$ cat src/rtl/map_hit_arbiter_pkg.sv
// Shared constants, state encoding and tile helper for map_hit_arbiter.
// Optional feature macro: MAPHIT_USER_PRIORITY_EN (requester 0 priority).
package map_hit_arbiter_pkg;

  localparam int TILE_SHIFT = 4;

  localparam logic [1:0] DIR_UP = 2'd3;
  localparam logic [1:0] DIR_DN = 2'd2;
  localparam logic [1:0] DIR_LT = 2'd1;
  localparam logic [1:0] DIR_RT = 2'd0;

  typedef enum logic [2:0] {
    ST_IDLE  = 3'd0,
    ST_GRANT = 3'd1,
    ST_PROBE = 3'd2,
    ST_DRAIN = 3'd3,
    ST_DONE  = 3'd4
  } state_t;

  function automatic logic [15:0] tile_of(
    input logic [15:0] px,
    input logic [15:0] off
  );
    logic [15:0] sum;
    sum = px + off;
    return sum >> TILE_SHIFT;
  endfunction

endpackage

$ cat src/rtl/map_hit_arbiter_rr_arb.sv
// Round-robin requester select with optional fixed priority for requester 0.
// Used by map_hit_arbiter (MAPHIT_USER_PRIORITY_EN drives i_prio).
module maphit_rr_arb #(
  parameter int NUM_REQ = 4,
  parameter int IW = (NUM_REQ > 1) ? $clog2(NUM_REQ) : 1
) (
  input  logic [NUM_REQ-1:0] i_req,
  input  logic [IW-1:0]      i_ptr,
  input  logic               i_prio,
  output logic [NUM_REQ-1:0] o_gnt,
  output logic [IW-1:0]      o_idx
);

  logic [IW-1:0] w_j;
  logic          w_found;

  always_comb begin
    o_gnt   = '0;
    o_idx   = '0;
    w_j     = '0;
    w_found = 1'b0;
    for (int i = 0; i < NUM_REQ; i++) begin
      w_j = IW'((int'(i_ptr) + i) % NUM_REQ);
      if (!w_found && i_req[w_j]) begin
        w_found   = 1'b1;
        o_gnt[w_j] = 1'b1;
        o_idx     = w_j;
      end
    end
    if (i_prio && i_req[0]) begin
      o_gnt = NUM_REQ'(1);
      o_idx = '0;
    end
  end

endmodule

$ cat src/rtl/map_hit_arbiter.sv
// Shared map-RAM collision prober: arbitrates requesters, probes 4 neighbours.
// Macro MAPHIT_USER_PRIORITY_EN gives requester 0 fixed priority.
module map_hit_arbiter
  import map_hit_arbiter_pkg::*;
#(
  parameter int         NUM_REQ   = 4,
  parameter logic [7:0] SOLID_MIN = 8'h80
) (
  input  logic                  iCLK,
  input  logic                  iRST,
  input  logic [NUM_REQ-1:0]    iReq,
  input  logic [10*NUM_REQ-1:0] iXS,
  input  logic [10*NUM_REQ-1:0] iYS,
  input  logic [10*NUM_REQ-1:0] iXE,
  input  logic [10*NUM_REQ-1:0] iYE,
  input  logic [15:0]           iFXS,
  input  logic [15:0]           iFYS,
  input  logic [15:0]           iMapWidth,
  output logic [15:0]           oMapAddr,
  output logic                  oMapRd,
  input  logic [7:0]            iMapData,
  output logic [NUM_REQ-1:0]    oAck,
  output logic [3:0]            oDirect,
  output logic                  oBusy
);

  localparam int IW = (NUM_REQ > 1) ? $clog2(NUM_REQ) : 1;

`ifdef MAPHIT_USER_PRIORITY_EN
  localparam logic PRIO = 1'b1;
`else
  localparam logic PRIO = 1'b0;
`endif

  state_t r_state, w_next;

  logic [IW-1:0]      r_ptr, r_win;
  logic [NUM_REQ-1:0] r_gnt;
  logic [9:0]         r_xs, r_ys, r_xe, r_ye;
  logic [15:0]        r_fxs, r_fys;
  logic [1:0]         r_cnt;
  logic               r_prb_vld, r_prb_blk;
  logic [1:0]         r_prb_dir;
  logic [3:0]         r_pass, r_direct;

  logic [NUM_REQ-1:0] w_gnt;
  logic [IW-1:0]      w_gidx, w_ptr_nxt;
  logic [15:0]        w_px, w_py, w_tx, w_ty, w_addr;
  logic [1:0]         w_dir;
  logic               w_blk, w_smp;
  logic [3:0]         w_pass_now;

  maphit_rr_arb #(
    .NUM_REQ (NUM_REQ),
    .IW      (IW)
  ) u_arb (
    .i_req  (iReq),
    .i_ptr  (r_ptr),
    .i_prio (PRIO),
    .o_gnt  (w_gnt),
    .o_idx  (w_gidx)
  );

  assign w_ptr_nxt = (w_gidx == IW'(NUM_REQ - 1)) ? '0 : w_gidx + 1'b1;

  // Probe order up, down, left, right maps counter 0..3 onto bits 3..0.
  assign w_dir = DIR_UP - r_cnt;

  always_comb begin
    w_px  = 16'(r_xs);
    w_py  = 16'(r_ys);
    w_blk = 1'b0;
    unique case (w_dir)
      DIR_UP: begin
        w_py  = 16'(r_ys) - 16'd1;
        w_blk = (r_ys == 10'd0);
      end
      DIR_DN: w_py = 16'(r_ye) + 16'd1;
      DIR_LT: begin
        w_px  = 16'(r_xs) - 16'd1;
        w_blk = (r_xs == 10'd0);
      end
      DIR_RT: w_px = 16'(r_xe) + 16'd1;
    endcase
    w_tx = tile_of(w_px, r_fxs);
    w_ty = tile_of(w_py, r_fys);
    if (w_dir == DIR_RT && w_tx >= iMapWidth) w_blk = 1'b1;
    w_addr = w_ty * iMapWidth + w_tx;
  end

  assign w_smp = !r_prb_blk && (iMapData < SOLID_MIN);

  always_comb begin
    w_pass_now = r_pass;
    w_pass_now[r_prb_dir] = w_smp;
  end

  always_comb begin
    w_next = r_state;
    unique case (r_state)
      ST_IDLE:  if (|iReq) w_next = ST_GRANT;
      ST_GRANT: w_next = ST_PROBE;
      ST_PROBE: if (r_cnt == 2'd3) w_next = ST_DRAIN;
      ST_DRAIN: w_next = ST_DONE;
      ST_DONE:  w_next = ST_IDLE;
      default:  w_next = ST_IDLE;
    endcase
  end

  always_ff @(posedge iCLK) begin
    if (iRST) begin
      r_state   <= ST_IDLE;
      r_ptr     <= '0;
      r_win     <= '0;
      r_gnt     <= '0;
      r_xs      <= '0;
      r_ys      <= '0;
      r_xe      <= '0;
      r_ye      <= '0;
      r_fxs     <= '0;
      r_fys     <= '0;
      r_cnt     <= '0;
      r_prb_vld <= 1'b0;
      r_prb_blk <= 1'b0;
      r_prb_dir <= '0;
      r_pass    <= '0;
      r_direct  <= '0;
    end else begin
      r_state   <= w_next;
      r_prb_vld <= (r_state == ST_PROBE);
      r_prb_dir <= w_dir;
      r_prb_blk <= w_blk;
      if (r_prb_vld) r_pass <= w_pass_now;
      unique case (r_state)
        ST_IDLE: if (|iReq) begin
          r_win <= w_gidx;
          r_gnt <= w_gnt;
          if (!(PRIO && iReq[0])) r_ptr <= w_ptr_nxt;
        end
        ST_GRANT: begin
          r_xs  <= iXS[int'(r_win)*10 +: 10];
          r_ys  <= iYS[int'(r_win)*10 +: 10];
          r_xe  <= iXE[int'(r_win)*10 +: 10];
          r_ye  <= iYE[int'(r_win)*10 +: 10];
          r_fxs <= iFXS;
          r_fys <= iFYS;
          r_cnt <= '0;
        end
        ST_PROBE: r_cnt <= r_cnt + 2'd1;
        // Right probe data lands this cycle; fold it in directly.
        ST_DRAIN: r_direct <= w_pass_now;
        default: ;
      endcase
    end
  end

  assign oMapRd   = (r_state == ST_PROBE);
  assign oMapAddr = (r_state == ST_PROBE) ? w_addr : 16'd0;
  assign oAck     = (r_state == ST_DONE) ? r_gnt : '0;
  assign oDirect  = r_direct;
  assign oBusy    = (r_state != ST_IDLE);

endmodule

$ cat config.mk
export PLATFORM = sky130hd
export DESIGN_NAME = map_hit_arbiter
export DESIGN_NICKNAME = d
export VERILOG_FILES = /design/src/rtl/map_hit_arbiter_pkg.sv /design/src/rtl/map_hit_arbiter_rr_arb.sv /design/src/rtl/map_hit_arbiter.sv
export SDC_FILE = /design/constraint.sdc
export NUM_CORES = 1
export LEC_CHECK = 0
export BUFFER_PORTS_ARGS = -buffer_cell sky130_fd_sc_hd__buf_2
export CAP_MARGIN = 5
export CORE_MARGIN = 2
export CORE_UTILIZATION = 35
export DETAILED_ROUTE_END_ITERATION = 12
export PLACE_DENSITY = 0.54
export SETUP_SLACK_MARGIN = 0.15
export SLEW_MARGIN = 20
export SYNTH_ARGS = -nofsm -noshare
export SYNTH_HDL_FRONTEND = slang
export SYNTH_SLANG_ARGS = --single-unit
$ cat constraint.sdc
create_clock -name iCLK -period 10.17 [get_ports iCLK]
set_input_delay 0.5085 -clock iCLK [delete_from_list [all_inputs] [get_ports iCLK]]
set_output_delay 0.5085 -clock iCLK [all_outputs]
set_load 0.01 [all_outputs]
==> results of run 1 <==
[metal layers]
| layer | global-route usage | part of all wire |
|---|---|---|
| met1 | 0.240 | 0.45 |
| met4 | 0.0390 | 0.0098 |
| met2 | 0.321 | 0.49 |
| met5 | 0 | 0.0012 |
| met3 | 0.0249 | 0.043 |
[how the worst min path moves through the flow]
stage                     startpoint         to  slack, ns  cells past startpoint
final                        iFXS[0]   r_fxs[0]       0.39                      3
after global routing         iFYS[4]   r_fys[4]       0.39                      3
after CTS                    iFXS[1]   r_fxs[1]       0.38                      3
after detailed placement     r_ys[7]    r_ys[7]       0.45                      2
after global placement     r_pass[2]  r_pass[2]       0.45                      2
after floorplan             r_fys[0]   r_fys[0]       0.43                      2
[stage by stage]
stage	hold slack [ns]	instances	setup WS [ns]	utilization	instance area (um2)
after floorplan	0.432	1351	1.69	-	11200
after global placement	0.445	1937	0.710	0.404	12700
after detailed placement	0.449	1937	0.562	0.404	12700
after CTS	0.375	1953	0.174	0.412	13000
after global routing	0.389	1954	0.152	0.415	13100
final	0.389	1954	0.714	0.415	13100
[what timing repair did]
item                                   CTS  global route
buffers inserted                         0             1
gates resized for setup                  0            14
setup endpoints to repair                0             1
endpoints found under the hold margin    0             0
[final cells by class]
| type | instances | share of cell area |
|---|---|---|
| multi-input combinational | 1023 | 0.645 |
| sequential | 97 | 0.149 |
| timing repair buffer | 253 | 0.0996 |
| inverter | 163 | 0.0468 |
| tap | 402 | 0.0385 |
| clock buffer | 11 | 0.0186 |
| clock inverter | 5 | 0.00239 |
[state kept, by name, summed over array words and instances, names as in the netlist, 3 cells and up, named ones only]
register  count
r_pass        4
r_gnt         4
r_ys         10
oDirect       4
r_fys        16
r_xe         10
r_xs         10
r_ye         10
r_fxs        16
r_state       3
[kinds of logic after synthesis]
kind of cell | count (synthesis)
adders and majority gates | 183
and+or+nand+nor | 500
buffers and inverters | 231
AOI/OAI and AO/OA | 219
DFF | 97
xor gates and xnor gates | 65
muxes | 56
[synthesized netlist by cell type, types with 12 or more instances]
cell type and n:
nand3_1 21, mux2i_1 12, nor3_1 18, o21ai_0 19, fa_1 89, nor2_1 74
a211oi_1 12, nand2b_1 12, mux4_2 41, nand2_1 283, nor2b_1 13, a21oi_1 101
inv_1 163, a21o_1 14, and2_1 31, xor2_1 19, ha_1 94, clkbuf_1 61
xnor2_1 41, dfxtp_1 97
[worst min-delay path: stages]
cell     delay, ns
buf_2         0.09
nand2_1       0.05
a21oi_1       0.05
==> results.yml, run 1 <==
worst_setup_path:
  cp_num_cells: 33
  critPathKind: "flip-flop to output port"
  r2r-start: "r_cnt[0]"
  startpoint_type: "flip-flop"
  cp-endpoint: "oMapAddr[15]"
  timing.rr.end: "r_prb_blk"
  cp_slowest_cell: "fa_1"
  critPathTopFamily: "adder cells"
  cp_common_cell: "fa_1"
  cp.arrival_ns: 8.95
  endpoint_kind: "output port"
  slowest_delay_ns: 0.55
  required_ns: 9.66
  cp_max_fo: 17
  setup.worst_path.start: "r_cnt[1]"
  timing.reg2reg.setup_slack_ns: 5.33
  reg2reg_depth: 23
  cp_num_buf_inv: 5
clock_network:
  cts.clk_slew.worst_paths_ns: 0.07
  cts_tree: "yes"
  clockBufferDepth: 2
  root_buffer: "clkbuf_16"
  ctsHoldBuffers: 0
  clk_latency_ns: 0.35
  cts_sinks: 97
  cts.htree.levels: 3
  cts_inserted_buffers: 9
placement:
  numPortBuffers: 240
  gp_congestion: 0.834
  hpwl_um: 24400
global_route:
  grt_antenna_before_repair: 3
  grtUsageTotal: 0.183
  grt_max_degree: 97
  grt_pass1_wl_um: 48900
  grt_pass1_vias: 9600
  overflow: 0
synthesis:
  avgSynthCellArea_um2: 8.26
  synth-compound-area-share: 0.128
  synth_edf_count: 0
  synth-seq-cells: 97
  synth-simple-area-share: 0.202
  syn_area_um2: 11200
  ys.flop_type: "dfxtp_1"
  synthMuxAreaShare: 0.0965
  synth.largest_area_cell: "dfxtp_1"
  yosys.cell_types.count: 73
  synth_nets: 1756
  synthDominantCellAreaShare: 0.174
  synthArstFlopShare: 0
  ys_seq_area_frac: 0.174
  synth_cells: 1351
  yosys_warnings: 0
  synth-adder-area-share: 0.265
  synth_top_family_by_area: "adder cells"
  synth_area_leaders: "dfxtp_1 17%, fa_1 16%, ha_1 11%"
  synth_xor_area_frac: 0.0562
sta:
  fin_crit_sh: 0.930
  rsz0062_at_grt: "no"
  slew_viol_final: 0
  worst_pin_slew_ns: 1.05
  hold_violations: 0
  relSlewSlack: 0.301
  skew_ns: 0.00680
  max_freq_mhz: 106
  period_needed_ns: 9.46
  finalSetupViolCount: 0
  fin_tns_setup_ns: 0
status:
  status: "completed"
floorplanning:
  ioPinCount: 248
  fp.dieW_um: 183
  start_util: 0.355
  die_area_um2: 33300
  rows: 65
  coreArea_um2: 31500
  die_y_um: 183
final_layout:
  final_cell_mix: "283 x nand2_1, 239 x buf_2, 163 x inv_1"
  antenna_cells: 0
  areaGrowthSynthToFinish_pct: 17.1
  drive_gt1_frac: 0.222
  multi_input_area_um2: 8440
  nets: 1952
  register_area_um2: 1940
  fillers: 3252
  final_common_cell: "nand2_1"
drt:
  drt_iter0_drc: 343
  drc: 0
  antenna_left: 0
  vias: 9680
  routed_wl_um: 29800
  dr.pass1.iters: 5
  wl_per_cell_um: 15.2
  viasPerCell: 4.95
flow_run:
  drv_cap: 0
worst_hold_path:
  hp-class: "input port to flip-flop"
Power of run 1 is left out: the tool's default activity adds up to more than one toggle a clock period on the data nets, which glitch-free logic cannot reach.
==> inputs of run 2 (changes only) <==
--- a/config.mk
+++ b/config.mk
@@ -8,9 +8,9 @@
 export BUFFER_PORTS_ARGS = -buffer_cell sky130_fd_sc_hd__buf_2
 export CAP_MARGIN = 5
 export CORE_MARGIN = 2
-export CORE_UTILIZATION = 35
+export CORE_UTILIZATION = 50
 export DETAILED_ROUTE_END_ITERATION = 12
-export PLACE_DENSITY = 0.54
+export PLACE_DENSITY = 0.73
 export SETUP_SLACK_MARGIN = 0.15
 export SLEW_MARGIN = 20
 export SYNTH_ARGS = -nofsm -noshare
==> results.yml, run 2 (synthesis gave the netlist of run 1 again) <==
global_route:
  grt_pass1_vias: 9794
  overflow: 0
  grt_max_degree: 97
  grtUsageTotal: 0.244
  grt_pass1_wl_um: 47200
  grt_antenna_before_repair: 6
final_layout:
  nets: 1951
  final_common_cell: "nand2_1"
  areaGrowthSynthToFinish_pct: 16.0
  drive_gt1_frac: 0.219
  fin_util: 0.592
  final_cell_mix: "283 x nand2_1, 240 x buf_2, 163 x inv_1"
  top_regs: "r_fxs x16, r_fys x16"
floorplanning:
  start_util: 0.510
  fp.dieW_um: 153
  ioPinCount: 248
  die_area_um2: 23500
  rows: 54
  coreArea_um2: 21900
  die_y_um: 153
clock_network:
  clockBufferDepth: 2
  clk_latency_ns: 0.34
  cts_post_setup_buffers_inserted: 0
  cts.htree.levels: 3
  root_buffer: "clkbuf_16"
  ctsHoldBuffers: 0
  cts_inserted_buffers: 9
  cts.clk_slew.worst_paths_ns: 0.06
  cts_tree: "yes"
  cts_sinks: 97
sta:
  max_freq_mhz: 105
  rsz0062_at_grt: "no"
  skew_ns: 0.00439
  slew_viol_final: 0
  finalSetupViolCount: 0
  fin_tns_setup_ns: 0
  setup_ws_ns: 0.681
  hold_violations: 0
  relSlewSlack: 0.338
  period_needed_ns: 9.49
  fin_crit_sh: 0.933
  worst_pin_slew_ns: 0.993
worst_setup_path:
  startpoint_type: "flip-flop"
  cp.arrival_ns: 8.98
  cp_slowest_cell: "fa_1"
  endpoint_kind: "output port"
  slowest_delay_ns: 0.55
  critPathKind: "flip-flop to output port"
  cp_common_cell: "fa_1"
  required_ns: 9.66
  cp_max_fo: 17
placement:
  hpwl_um: 23900
  place_ws_ns: 0.628
  gp_congestion: 0.874
  numPortBuffers: 240
drt:
  drc: 0
  vias: 10000
  routed_wl_um: 29200
  viasPerCell: 5.46
  drt_iter0_drc: 517
  dr.pass1.iters: 5
  wl_per_cell_um: 15.9
  antenna_left: 0
status:
  status: "completed"
flow_run:
  drv_cap: 0
worst_hold_path:
  hp-class: "input port to flip-flop"
run 2: cell count changes in the layout (fill, tap and decap cells not counted), moves of 2 or more:
cell,delta
bufinv_16,+3
ha_4,-2
ha_2,+2
diode_2,+5
buf_4,-2
clkinv_2,-3
run 2: area by class of cell:
cell class	count	area (um2)
fillers	2057	8940
multi-input cells	1023	8410
flip-flops and latches	97	1940
repair buffers	252	1290
inverters	163	612
well taps	280	350
clock buffers	11	243
clock inverters	3	90.1
diodes	5	12.5
run 2: critical path: cells and delay by family, from the launching register on:
family / cells / cell delay, ns
adders and majority gates: 8 / 3.67
buffers and inverters: 5 / 0.43
xor gates and xnor gates: 5 / 1.26
and+or+nand+nor: 6 / 1.14
DFF: 1 / 0.35
AOI/OAI and AO/OA: 7 / 1.75
run 2: final timing paths:
kind | cells after the start | from | end | slack, ns
max | 31 | r_cnt[1] | oMapAddr[15] | 0.68
min reg2reg | 2 | r_fys[4] | r_fys[4] | 0.46
max reg2reg | 23 | r_cnt[0] | r_prb_blk | 5.36
min | 3 | iFYS[13] | r_fys[13] | 0.40
run 2: per-layer routing:
layer,vias to the layer above,routed length (um),track usage
li1,4879,-,-
met1,4764,12300,0.310
met2,305,14600,0.421
met3,55,1370,0.0318
met4,2,918,0.100
met5,-,13,0
run 2: metrics by stage:
stage	instances	area (um2)	hold slack, ns
after global routing	1834	13000	0.404
after global placement	1815	12500	0.444
after CTS	1829	12900	0.391
final	1834	13000	0.402
after floorplan	1351	11200	0.432
after detailed placement	1815	12600	0.453
run 2: repair_timing:
item,in CTS,in global routing
resized for setup,0,9
hold endpoints to repair,0,0
endpoints found under the setup margin,0,1
Power of run 2 is left out for the same reason.
==> inputs of run 3 (changes only) <==
--- a/config.mk
+++ b/config.mk
@@ -8,9 +8,10 @@
 export BUFFER_PORTS_ARGS = -buffer_cell sky130_fd_sc_hd__buf_2
 export CAP_MARGIN = 5
 export CORE_MARGIN = 2
-export CORE_UTILIZATION = 50
+export CORE_UTILIZATION = 45
 export DETAILED_ROUTE_END_ITERATION = 12
-export PLACE_DENSITY = 0.73
+export GPL_ROUTABILITY_DRIVEN = 0
+export PLACE_DENSITY = 0.66
 export SETUP_SLACK_MARGIN = 0.15
 export SLEW_MARGIN = 20
 export SYNTH_ARGS = -nofsm -noshare
==> results.yml, run 3 (synthesis gave the netlist of run 1 again) <==
status:
  status: "completed"
sta:
  whs_ns: 0.399
  rsz0062_at_grt: "no"
  hold_violations: 0
  fin_crit_sh: 0.940
  relSlewSlack: 0.331
  max_freq_mhz: 105
  fin_tns_setup_ns: 0
  skew_ns: 0.00942
  worst_pin_slew_ns: 1.00
  finalSetupViolCount: 0
  period_needed_ns: 9.56
  slew_viol_final: 0
drt:
  wl_per_cell_um: 15.1
  routed_wl_um: 28400
  vias: 9765
  dr.pass1.iters: 5
  drt_iter0_drc: 450
  drc: 0
  antenna_left: 0
  viasPerCell: 5.20
worst_setup_path:
  critPathKind: "flip-flop to output port"
  cp_common_cell: "fa_1"
  cp_slowest_cell: "fa_1"
  cp.arrival_ns: 9.05
  slowest_delay_ns: 0.55
  cp_max_fo: 17
  startpoint_type: "flip-flop"
  endpoint_kind: "output port"
  critPathTopFamily: "adder cells"
  cp_num_buf_inv: 5
  required_ns: 9.66
global_route:
  grt_pass1_wl_um: 45600
  grt_antenna_before_repair: 6
  grt_max_degree: 97
  grtUsageTotal: 0.217
  overflow: 0
  grt_pass1_vias: 9357
floorplanning:
  coreArea_um2: 24300
  die_area_um2: 26100
  fp.dieW_um: 161
  start_util: 0.459
  ioPinCount: 248
  rows: 57
  die_y_um: 161
clock_network:
  cts_post_setup_buffers_inserted: 0
  cts_inserted_buffers: 9
  cts.clk_slew.worst_paths_ns: 0.07
  clk_latency_ns: 0.34
  cts_tree: "yes"
  root_buffer: "clkbuf_16"
  ctsHoldBuffers: 0
  cts.htree.levels: 3
  clockBufferDepth: 2
  cts_sinks: 97
final_layout:
  fillers: 2353
  drive_gt1_frac: 0.220
  register_area_um2: 1940
  final_common_cell: "nand2_1"
  areaGrowthSynthToFinish_pct: 16.2
  nets: 1950
  final_cell_mix: "283 x nand2_1, 240 x buf_2, 163 x inv_1"
  multi_input_area_um2: 8420
  top_regs: "r_fxs x16, r_fys x16"
flow_run:
  drv_cap: 0
worst_hold_path:
  hp-class: "input port to flip-flop"
placement:
  hpwl_um: 23400
  numPortBuffers: 240
==> run 3: changes by cell type in the layout (fill, tap and decap cells not counted), sizes merged <==
cell,delta
clkinvlp,+2
clkinv,+1
bufinv,-2
buf,-1
==> run 3: cell type report <==
type,instances,share of cell area
multi-input combinational,1023,0.649
sequential,97,0.150
timing repair buffer,251,0.0989
inverter,163,0.0472
tap,324,0.0312
clock buffer,11,0.0187
clock inverter,4,0.00415
antenna,5,0.000964
==> run 3: path summary, 6_finish.rpt <==
path	slack, ns	end	depth (start not counted)	start
worst max-delay path	0.61	oMapAddr[15]	31	r_cnt[0]
worst min-delay path	0.40	r_fys[3]	3	iFYS[3]
worst max register to register	5.40	r_prb_blk	23	r_cnt[0]
worst min register to register	0.46	r_fys[5]	2	r_fys[5]
==> run 3: through the flow <==
| step | setup slack, ns | util | area [um2] | cells |
|---|---|---|---|---|
| finish | 0.609 | 0.533 | 13000 | 1878 |
| floorplan | 1.69 | - | 11200 | 1351 |
| CTS | 0.179 | 0.531 | 12900 | 1873 |
| global placement | 0.849 | 0.518 | 12600 | 1858 |
| global route | 0.152 | 0.533 | 13000 | 1878 |
| detailed placement | 0.526 | 0.518 | 12600 | 1858 |
==> run 3: repair_timing <==
item	CTS	global route
setup endpoints to repair	1	1
pin swaps	0	1
gates resized for setup	1	9
==> run 3: metal layers <==
metal | vias to the layer above | GRT usage | wire length, um
met2 | 255 | 0.386 | 14300
li1 | 4892 | - | -
met3 | 33 | 0.0252 | 1270
met5 | - | 0 | 13
met1 | 4583 | 0.276 | 12300
met4 | 2 | 0.0641 | 475
==> run 3: worst min-delay path, cell delays in order <==
cell	delay [ns]
buf_2	0.09
nand2_1	0.05
a21oi_1	0.05
Power of run 3 is left out for the same reason.
